<file path="src/rtl/fetch_unit_pkg.sv">
// Shared types and constants for the instruction-fetch stage.
package fetch_pkg;

  typedef enum logic [1:0] {
    FETCH = 2'd0,
    HOLD  = 2'd1,
    DRAIN = 2'd2
  } fetch_state_e;

  localparam logic [31:0] NOP_INSTR = 32'h0000_0000;
  localparam int unsigned PC_INC    = 4;

endpackage

</file>
<file path="src/rtl/fetch_unit_if.sv">
// Instruction-memory request/response channel between fetch and imem.
interface fetch_unit_if #(
  parameter int ADDR_W  = 32,
  parameter int INSTR_W = 32
);
  logic               imem_req;
  logic [ADDR_W-1:0]  imem_addr;
  logic               imem_ready;
  logic [INSTR_W-1:0] imem_rdata;

  modport master (
    output imem_req,
    output imem_addr,
    input  imem_ready,
    input  imem_rdata
  );

  modport slave (
    input  imem_req,
    input  imem_addr,
    output imem_ready,
    output imem_rdata
  );
endinterface

</file>
<file path="src/rtl/fetch_unit_if_id_reg.sv">
// IF/ID pipeline register: synchronous reset, flush to NOP, load, else hold.
module if_id_reg #(
  parameter int                 ADDR_W    = 32,
  parameter int                 INSTR_W   = 32,
  parameter logic [INSTR_W-1:0] NOP_INSTR = '0
) (
  input  logic               clk,
  input  logic               rst,
  input  logic               load_i,
  input  logic               flush_i,
  input  logic [INSTR_W-1:0] instr_i,
  input  logic [ADDR_W-1:0]  pc4_i,
  output logic [INSTR_W-1:0] instr_o,
  output logic [ADDR_W-1:0]  pc4_o,
  output logic               valid_o
);

  logic [INSTR_W-1:0] instr_q;
  logic [ADDR_W-1:0]  pc4_q;
  logic               valid_q;

  // Flush wins over load so a redirect always kills the in-flight slot.
  always_ff @(posedge clk) begin
    if (rst) begin
      instr_q <= NOP_INSTR;
      pc4_q   <= '0;
      valid_q <= 1'b0;
    end else if (flush_i) begin
      instr_q <= NOP_INSTR;
      valid_q <= 1'b0;
    end else if (load_i) begin
      instr_q <= instr_i;
      pc4_q   <= pc4_i;
      valid_q <= 1'b1;
    end
  end

  assign instr_o = instr_q;
  assign pc4_o   = pc4_q;
  assign valid_o = valid_q;

endmodule

</file>
<file path="src/rtl/fetch_unit.sv">
// Fetch stage: drives imem requests, next-PC selection and the IF/ID register,
// with a one-entry skid for decode stalls and a drain state for redirects.
//   state | meaning
//   FETCH | request outstanding at pc_in
//   HOLD  | response parked in skid, waiting for decode stall to clear
//   DRAIN | redirect seen mid-request, discarding the orphaned response
module fetch_unit
  import fetch_pkg::*;
#(
  parameter int                 ADDR_W    = 32,
  parameter int                 INSTR_W   = 32,
  parameter logic [INSTR_W-1:0] NOP_INSTR = fetch_pkg::NOP_INSTR
) (
  input  logic               clk,
  input  logic               rst,
  input  logic [ADDR_W-1:0]  pc_in,
  output logic [ADDR_W-1:0]  pc_next,
  output logic               pc_ld,
  fetch_unit_if.master       imem,
  input  logic               stall,
  input  logic               redirect_valid,
  input  logic [ADDR_W-1:0]  redirect_target,
  output logic [INSTR_W-1:0] if_id_instr,
  output logic [ADDR_W-1:0]  if_id_pc4,
  output logic               if_id_valid
);

  fetch_state_e       state_q, state_d;
  logic [INSTR_W-1:0] skid_instr_q, skid_instr_d;
  logic [ADDR_W-1:0]  skid_pc4_q, skid_pc4_d;
  logic [ADDR_W-1:0]  target_q, target_d;

  logic [ADDR_W-1:0]  pc_inc;
  logic [ADDR_W-1:0]  nxt;
  logic               ld;
  logic               id_load, id_flush;
  logic [INSTR_W-1:0] id_instr;
  logic [ADDR_W-1:0]  id_pc4;

  assign pc_inc = pc_in + ADDR_W'(PC_INC);

  always_ff @(posedge clk) begin
    if (rst) begin
      state_q      <= FETCH;
      skid_instr_q <= NOP_INSTR;
      skid_pc4_q   <= '0;
      target_q     <= '0;
    end else begin
      state_q      <= state_d;
      skid_instr_q <= skid_instr_d;
      skid_pc4_q   <= skid_pc4_d;
      target_q     <= target_d;
    end
  end

  always_comb begin
    state_d      = state_q;
    skid_instr_d = skid_instr_q;
    skid_pc4_d   = skid_pc4_q;
    target_d     = target_q;
    ld           = 1'b0;
    nxt          = pc_inc;
    id_load      = 1'b0;
    id_flush     = 1'b0;
    id_instr     = imem.imem_rdata;
    id_pc4       = pc_inc;

    unique case (state_q)
      FETCH: begin
        if (redirect_valid) begin
          id_flush     = 1'b1;
          skid_instr_d = NOP_INSTR;
          skid_pc4_d   = '0;
          if (imem.imem_ready) begin
            ld  = 1'b1;
            nxt = redirect_target;
          end else begin
            target_d = redirect_target;
            state_d  = DRAIN;
          end
        end else if (imem.imem_ready) begin
          if (!stall) begin
            id_load = 1'b1;
            ld      = 1'b1;
          end else begin
            skid_instr_d = imem.imem_rdata;
            skid_pc4_d   = pc_inc;
            state_d      = HOLD;
          end
        end else if (!stall) begin
          id_flush = 1'b1;
        end
      end

      HOLD: begin
        if (redirect_valid) begin
          id_flush     = 1'b1;
          skid_instr_d = NOP_INSTR;
          skid_pc4_d   = '0;
          ld           = 1'b1;
          nxt          = redirect_target;
          state_d      = FETCH;
        end else if (!stall) begin
          id_load  = 1'b1;
          id_instr = skid_instr_q;
          id_pc4   = skid_pc4_q;
          ld       = 1'b1;
          nxt      = skid_pc4_q;
          state_d  = FETCH;
        end
      end

      DRAIN: begin
        id_flush = 1'b1;
        if (redirect_valid) begin
          if (imem.imem_ready) begin
            ld      = 1'b1;
            nxt     = redirect_target;
            state_d = FETCH;
          end else begin
            target_d = redirect_target;
          end
        end else if (imem.imem_ready) begin
          ld      = 1'b1;
          nxt     = target_q;
          state_d = FETCH;
        end
      end

      default: state_d = FETCH;
    endcase
  end

  assign pc_ld          = ld & ~rst;
  assign pc_next        = {nxt[ADDR_W-1:2], 2'b00};
  assign imem.imem_req  = ~rst & (state_q != HOLD);
  assign imem.imem_addr = pc_in;

  if_id_reg #(
    .ADDR_W   (ADDR_W),
    .INSTR_W  (INSTR_W),
    .NOP_INSTR(NOP_INSTR)
  ) u_if_id (
    .clk    (clk),
    .rst    (rst),
    .load_i (id_load),
    .flush_i(id_flush),
    .instr_i(id_instr),
    .pc4_i  (id_pc4),
    .instr_o(if_id_instr),
    .pc4_o  (if_id_pc4),
    .valid_o(if_id_valid)
  );

endmodule
</file>
<file path="src/flat_wrapper.sv">
// flat-port wrapper written by rule: the top's interface ports become plain ports
module fetch_unit_flat import fetch_pkg::*;
#(
  parameter int                 ADDR_W    = 32,
  parameter int                 INSTR_W   = 32,
  parameter logic [INSTR_W-1:0] NOP_INSTR = fetch_pkg::NOP_INSTR
)
  (clk, rst, pc_in, pc_next, pc_ld, stall, redirect_valid, redirect_target, if_id_instr, if_id_pc4, if_id_valid, imem_imem_req, imem_imem_addr, imem_imem_ready, imem_imem_rdata);
  fetch_unit_if #(.ADDR_W(ADDR_W), .INSTR_W(INSTR_W)) imem_i ();
  input  logic clk;
  input  logic rst;
  input  logic [ADDR_W-1:0] pc_in;
  output logic [ADDR_W-1:0] pc_next;
  output logic pc_ld;
  input  logic stall;
  input  logic redirect_valid;
  input  logic [ADDR_W-1:0] redirect_target;
  output logic [INSTR_W-1:0] if_id_instr;
  output logic [ADDR_W-1:0] if_id_pc4;
  output logic if_id_valid;
  output wire logic [$bits(imem_i.imem_req)-1:0] imem_imem_req;
  output wire logic [$bits(imem_i.imem_addr)-1:0] imem_imem_addr;
  input wire logic [$bits(imem_i.imem_ready)-1:0] imem_imem_ready;
  input wire logic [$bits(imem_i.imem_rdata)-1:0] imem_imem_rdata;
  assign imem_imem_req = imem_i.imem_req;
  assign imem_imem_addr = imem_i.imem_addr;
  assign imem_i.imem_ready = imem_imem_ready;
  assign imem_i.imem_rdata = imem_imem_rdata;
  fetch_unit #(.ADDR_W(ADDR_W), .INSTR_W(INSTR_W), .NOP_INSTR(NOP_INSTR)) u_core (.clk(clk), .rst(rst), .pc_in(pc_in), .pc_next(pc_next), .pc_ld(pc_ld), .imem(imem_i), .stall(stall), .redirect_valid(redirect_valid), .redirect_target(redirect_target), .if_id_instr(if_id_instr), .if_id_pc4(if_id_pc4), .if_id_valid(if_id_valid));
endmodule
</file>
<file path="config.mk">
export PLATFORM = sky130hd
export DESIGN_NAME = fetch_unit_flat
export DESIGN_NICKNAME = d
export VERILOG_FILES = /design/src/rtl/fetch_unit_pkg.sv /design/src/rtl/fetch_unit_if.sv /design/src/rtl/fetch_unit_if_id_reg.sv /design/src/rtl/fetch_unit.sv /design/src/flat_wrapper.sv
export SDC_FILE = /design/constraint.sdc
export NUM_CORES = 1
export LEC_CHECK = 0
export BUFFER_PORTS_ARGS = -buffer_cell sky130_fd_sc_hd__buf_4
export CORE_MARGIN = 1.5
export CORE_UTILIZATION = 45
export DETAILED_ROUTE_END_ITERATION = 8
export HOLD_SLACK_MARGIN = 0.12
export PLACE_DENSITY = 0.81
export SLEW_MARGIN = 20
export SYNTH_ARGS = -nofsm -noshare
export SYNTH_HDL_FRONTEND = slang
export SYNTH_HIERARCHICAL = 1
export SYNTH_SLANG_ARGS = --single-unit
</file>
<file path="constraint.sdc">
create_clock -name clk -period 2.3 [get_ports clk]
set_input_delay 0.115 -clock clk [delete_from_list [all_inputs] [get_ports clk]]
set_output_delay 0.115 -clock clk [all_outputs]
set_load 0.02 [all_outputs]
</file>
==> metrics.txt <==
period utilization 98.01%; crit-path cells buf_12, nor4b_4, buf_4, buf_8, a222oi_1, a22oi_1, buf_4; Clock Tree Buf Depth 2; ANT nets after route 0; Clock Latency Late Sink 430 ps; # H-tree levels 4; Storage cell area 0.003231 mm2; most common cell after layout, fill and taps aside buf_4; Synth Instances 1,258; cell taking the most area after synthesis dfxtp_1; Detailed Route Iter0 Violations 1,181; status completed; Non-Filler Instances 1,782; initial core utilization 45.70%; Netlist cell types 63; Worst Path Buf+Inv 4; first-pass GRT wire length 51,480 um; Max-slew headroom 57.44%; share of layout cells above drive strength 1 23.69%; DR vias 10,610; Yosys warnings 6; CTS tree yes; final slew viol count 0; clock transition at the registers of the reported paths 70 ps; Async SR Flop Fraction 0%; nets@finish 1,596; critical path required time 2180 ps; total power 7.280 mW; Die Width 148.7 um; setup violators final 0; largest net degree at the start of global routing 89; die area 0.02210 mm2; CP startpoint kind register; PwrDens 568.1 mW/mm2; placed insts 1,663; Die H 148.7 um; clock root buffer clkbuf_16; Area contributors post-synth dfxtp_1 (34%), nand2_1 (8.3%), nor2_1 (6.1%), a21oi_1 (5.9%), a22oi_1 (4.9%); antenna fix cells 0; MaxCap Viol Count 0; Max Fclk 443.6 MHz; fin crit period 2254 ps; Crit Path Category register to output port; Post-synth EDFFs 0; Leak 5.210 nW; hpwl dp 21,880 um; GRT Residual Overflow 0; top cell type's share of synthesized area 33.76%; core area 0.02089 mm2; Area Growth Syn to Fin 34.22%; port bufs 227; row cnt 53; CTS Buf Count 17; crit path DAT 2140 ps; Total Routing Usage GR 29.23%; GPL Wtd Cong 0.9474; CP max stage cell dfxtp_4; clk_skew 8.821 ps; cell area after synthesis 0.009547 mm2; Crit path largest cell delay 380 ps; actual slew at the worst max-slew pin 638.4 ps; DR vias/cell 5.955; initial antenna violation count 0; area of the multi-input gates 0.005534 mm2; commonest cells after routing, fill and taps aside buf_4 (264), nand2_1 (209), dfxtp_1 (159), nor2_1 (152), a21oi_1 (109); CP delay by family, top buffers and inverters; unrepaired setup endpoints after global routing yes; Critical Path End Type output port; syn avg cell area 7.589 um2; Worst VDD drop 0.4500 mV; ys flop type dfxtp_1; Seq/Total Area, Yosys 33.76%; crit path max fanout 13; vias in the first global route 10,040; CTS Sinks 161; Final Hold Fails 0; final routed DRC violation total 0; final wirelength 33,360 um; Initial DRT Pass Iterations 8; Worst path most repeated cell buf_4; Hold/Removal Path Class input pin to register; IO Count 232; WL per Instance 18.72 um; fill count 1,796; Synth Register Bits 161
metrics by stage:
step,TNS (ps),instance area (um2),utilization (%),setup WS [ps],hold WS (ps)
after floorplan,0,9550,-,399.9,251.0
after global placement,0,11210,53.69,279.2,373.6
after detailed placement,0,11210,53.69,221.0,381.6
after CTS,0,12640,60.53,12.22,120.7
after global routing,-52.46,12810,61.34,-14.80,143.7
final,0,12810,61.34,45.88,130.4
flip-flops by register name, summed over array words and instances (netlist names):
signal / cells
u_core/u_if_id/instr_o: 32
u_core/target_q: 30
u_core/u_if_id/pc4_o: 32
u_core/u_if_id/valid_o: 1
u_core/state_q: 2
u_core/skid_pc4_q: 32
u_core/skid_instr_q: 32
synth_stat cells, types with 2 or more instances:
cell and n:
clkbuf_1 43, a221oi_1 3, buf_6 5, a2bb2oi_1 4, o21ai_0 38, buf_4 44, a22oi_1 62, buf_12 4
o31ai_1 2, inv_1 8, nand4_1 11, o21ai_1 43, buf_1 6, xnor2_1 12, nand2_1 210, a21oi_1 112
nor2_4 2, and2_1 5, a32oi_1 7, o221ai_1 6, nand2b_1 37, mux2i_1 33, xor2_1 21, buf_2 37
nor2b_1 3, nor3_1 15, nand4_4 3, nand4bb_1 32, and3_1 9, a211oi_1 6, a22o_1 7, a41o_1 3
nand3_1 22, clkbuf_2 5, nand3b_1 15, nor4_4 2, a21boi_0 2, nor2_1 154, dfxtp_1 161, o21a_1 5
nor2_2 2, o211ai_1 5, o22ai_1 32
worst min-delay path, stage by stage:
cell	delay (ps)
buf_4	130
xor2_1	130
o21ai_0	150
repair_timing:
action / in CTS / in global routing
buffers inserted: 4 / 3
setup endpoints to repair: 25 / 21
pin swaps: 2 / 4
cloned: 0 / 2
hold endpoints to repair: 112 / 0
resized for setup: 8 / 29
hold buffers: 78 / 0
per-layer routing:
metal	track usage, %	up-vias	share of wire, %
li1	-	4864	-
met4	15.59	0	4.7
met2	46.33	668	47
met5	0	-	0
met3	5.491	138	9.8
met1	37.67	4942	39
cell families after synthesis:
| kind of cell | Yosys count | synth area share [%] |
|---|---|---|
| and+or+nand+nor | 533 | 28.17 |
| AOI/OAI and AO/OA | 344 | 22.08 |
| DFF | 161 | 33.76 |
| buffers and inverters | 152 | 9.332 |
| xor gates and xnor gates | 33 | 3.028 |
| muxes | 33 | 3.460 |
| adders and majority gates | 1 | 0.1310 |
| other | 1 | 0.03928 |
power by group:
group | switching [mW] | internal [mW]
combinational | 0.853 | 0.666
clock | 1.29 | 1.56
sequential | 0.0579 | 2.86
total | 2.20 | 5.08
final timing paths:
path / end / from / depth (start not counted) / slack [ps]
setup reg to reg: u_core/skid_pc4_q[20] / u_core/state_q[1] / 5 / 320
hold / removal: u_core/skid_pc4_q[18] / pc_in[18] / 3 / 130
hold reg to reg: u_core/target_q[2] / u_core/target_q[2] / 2 / 460
setup / recovery: pc_next[15] / u_core/state_q[0] / 7 / 50
layout make-up:
cell class,count,area share (%)
flip-flops and latches,161,25.21
inverters,8,0.2344
clock buffers,18,3.427
repair buffers,360,24.14
well taps,275,2.685
multi-input cells,946,43.19
clock inverters,14,1.113
Note: power is estimated with default switching activity, not from simulation.
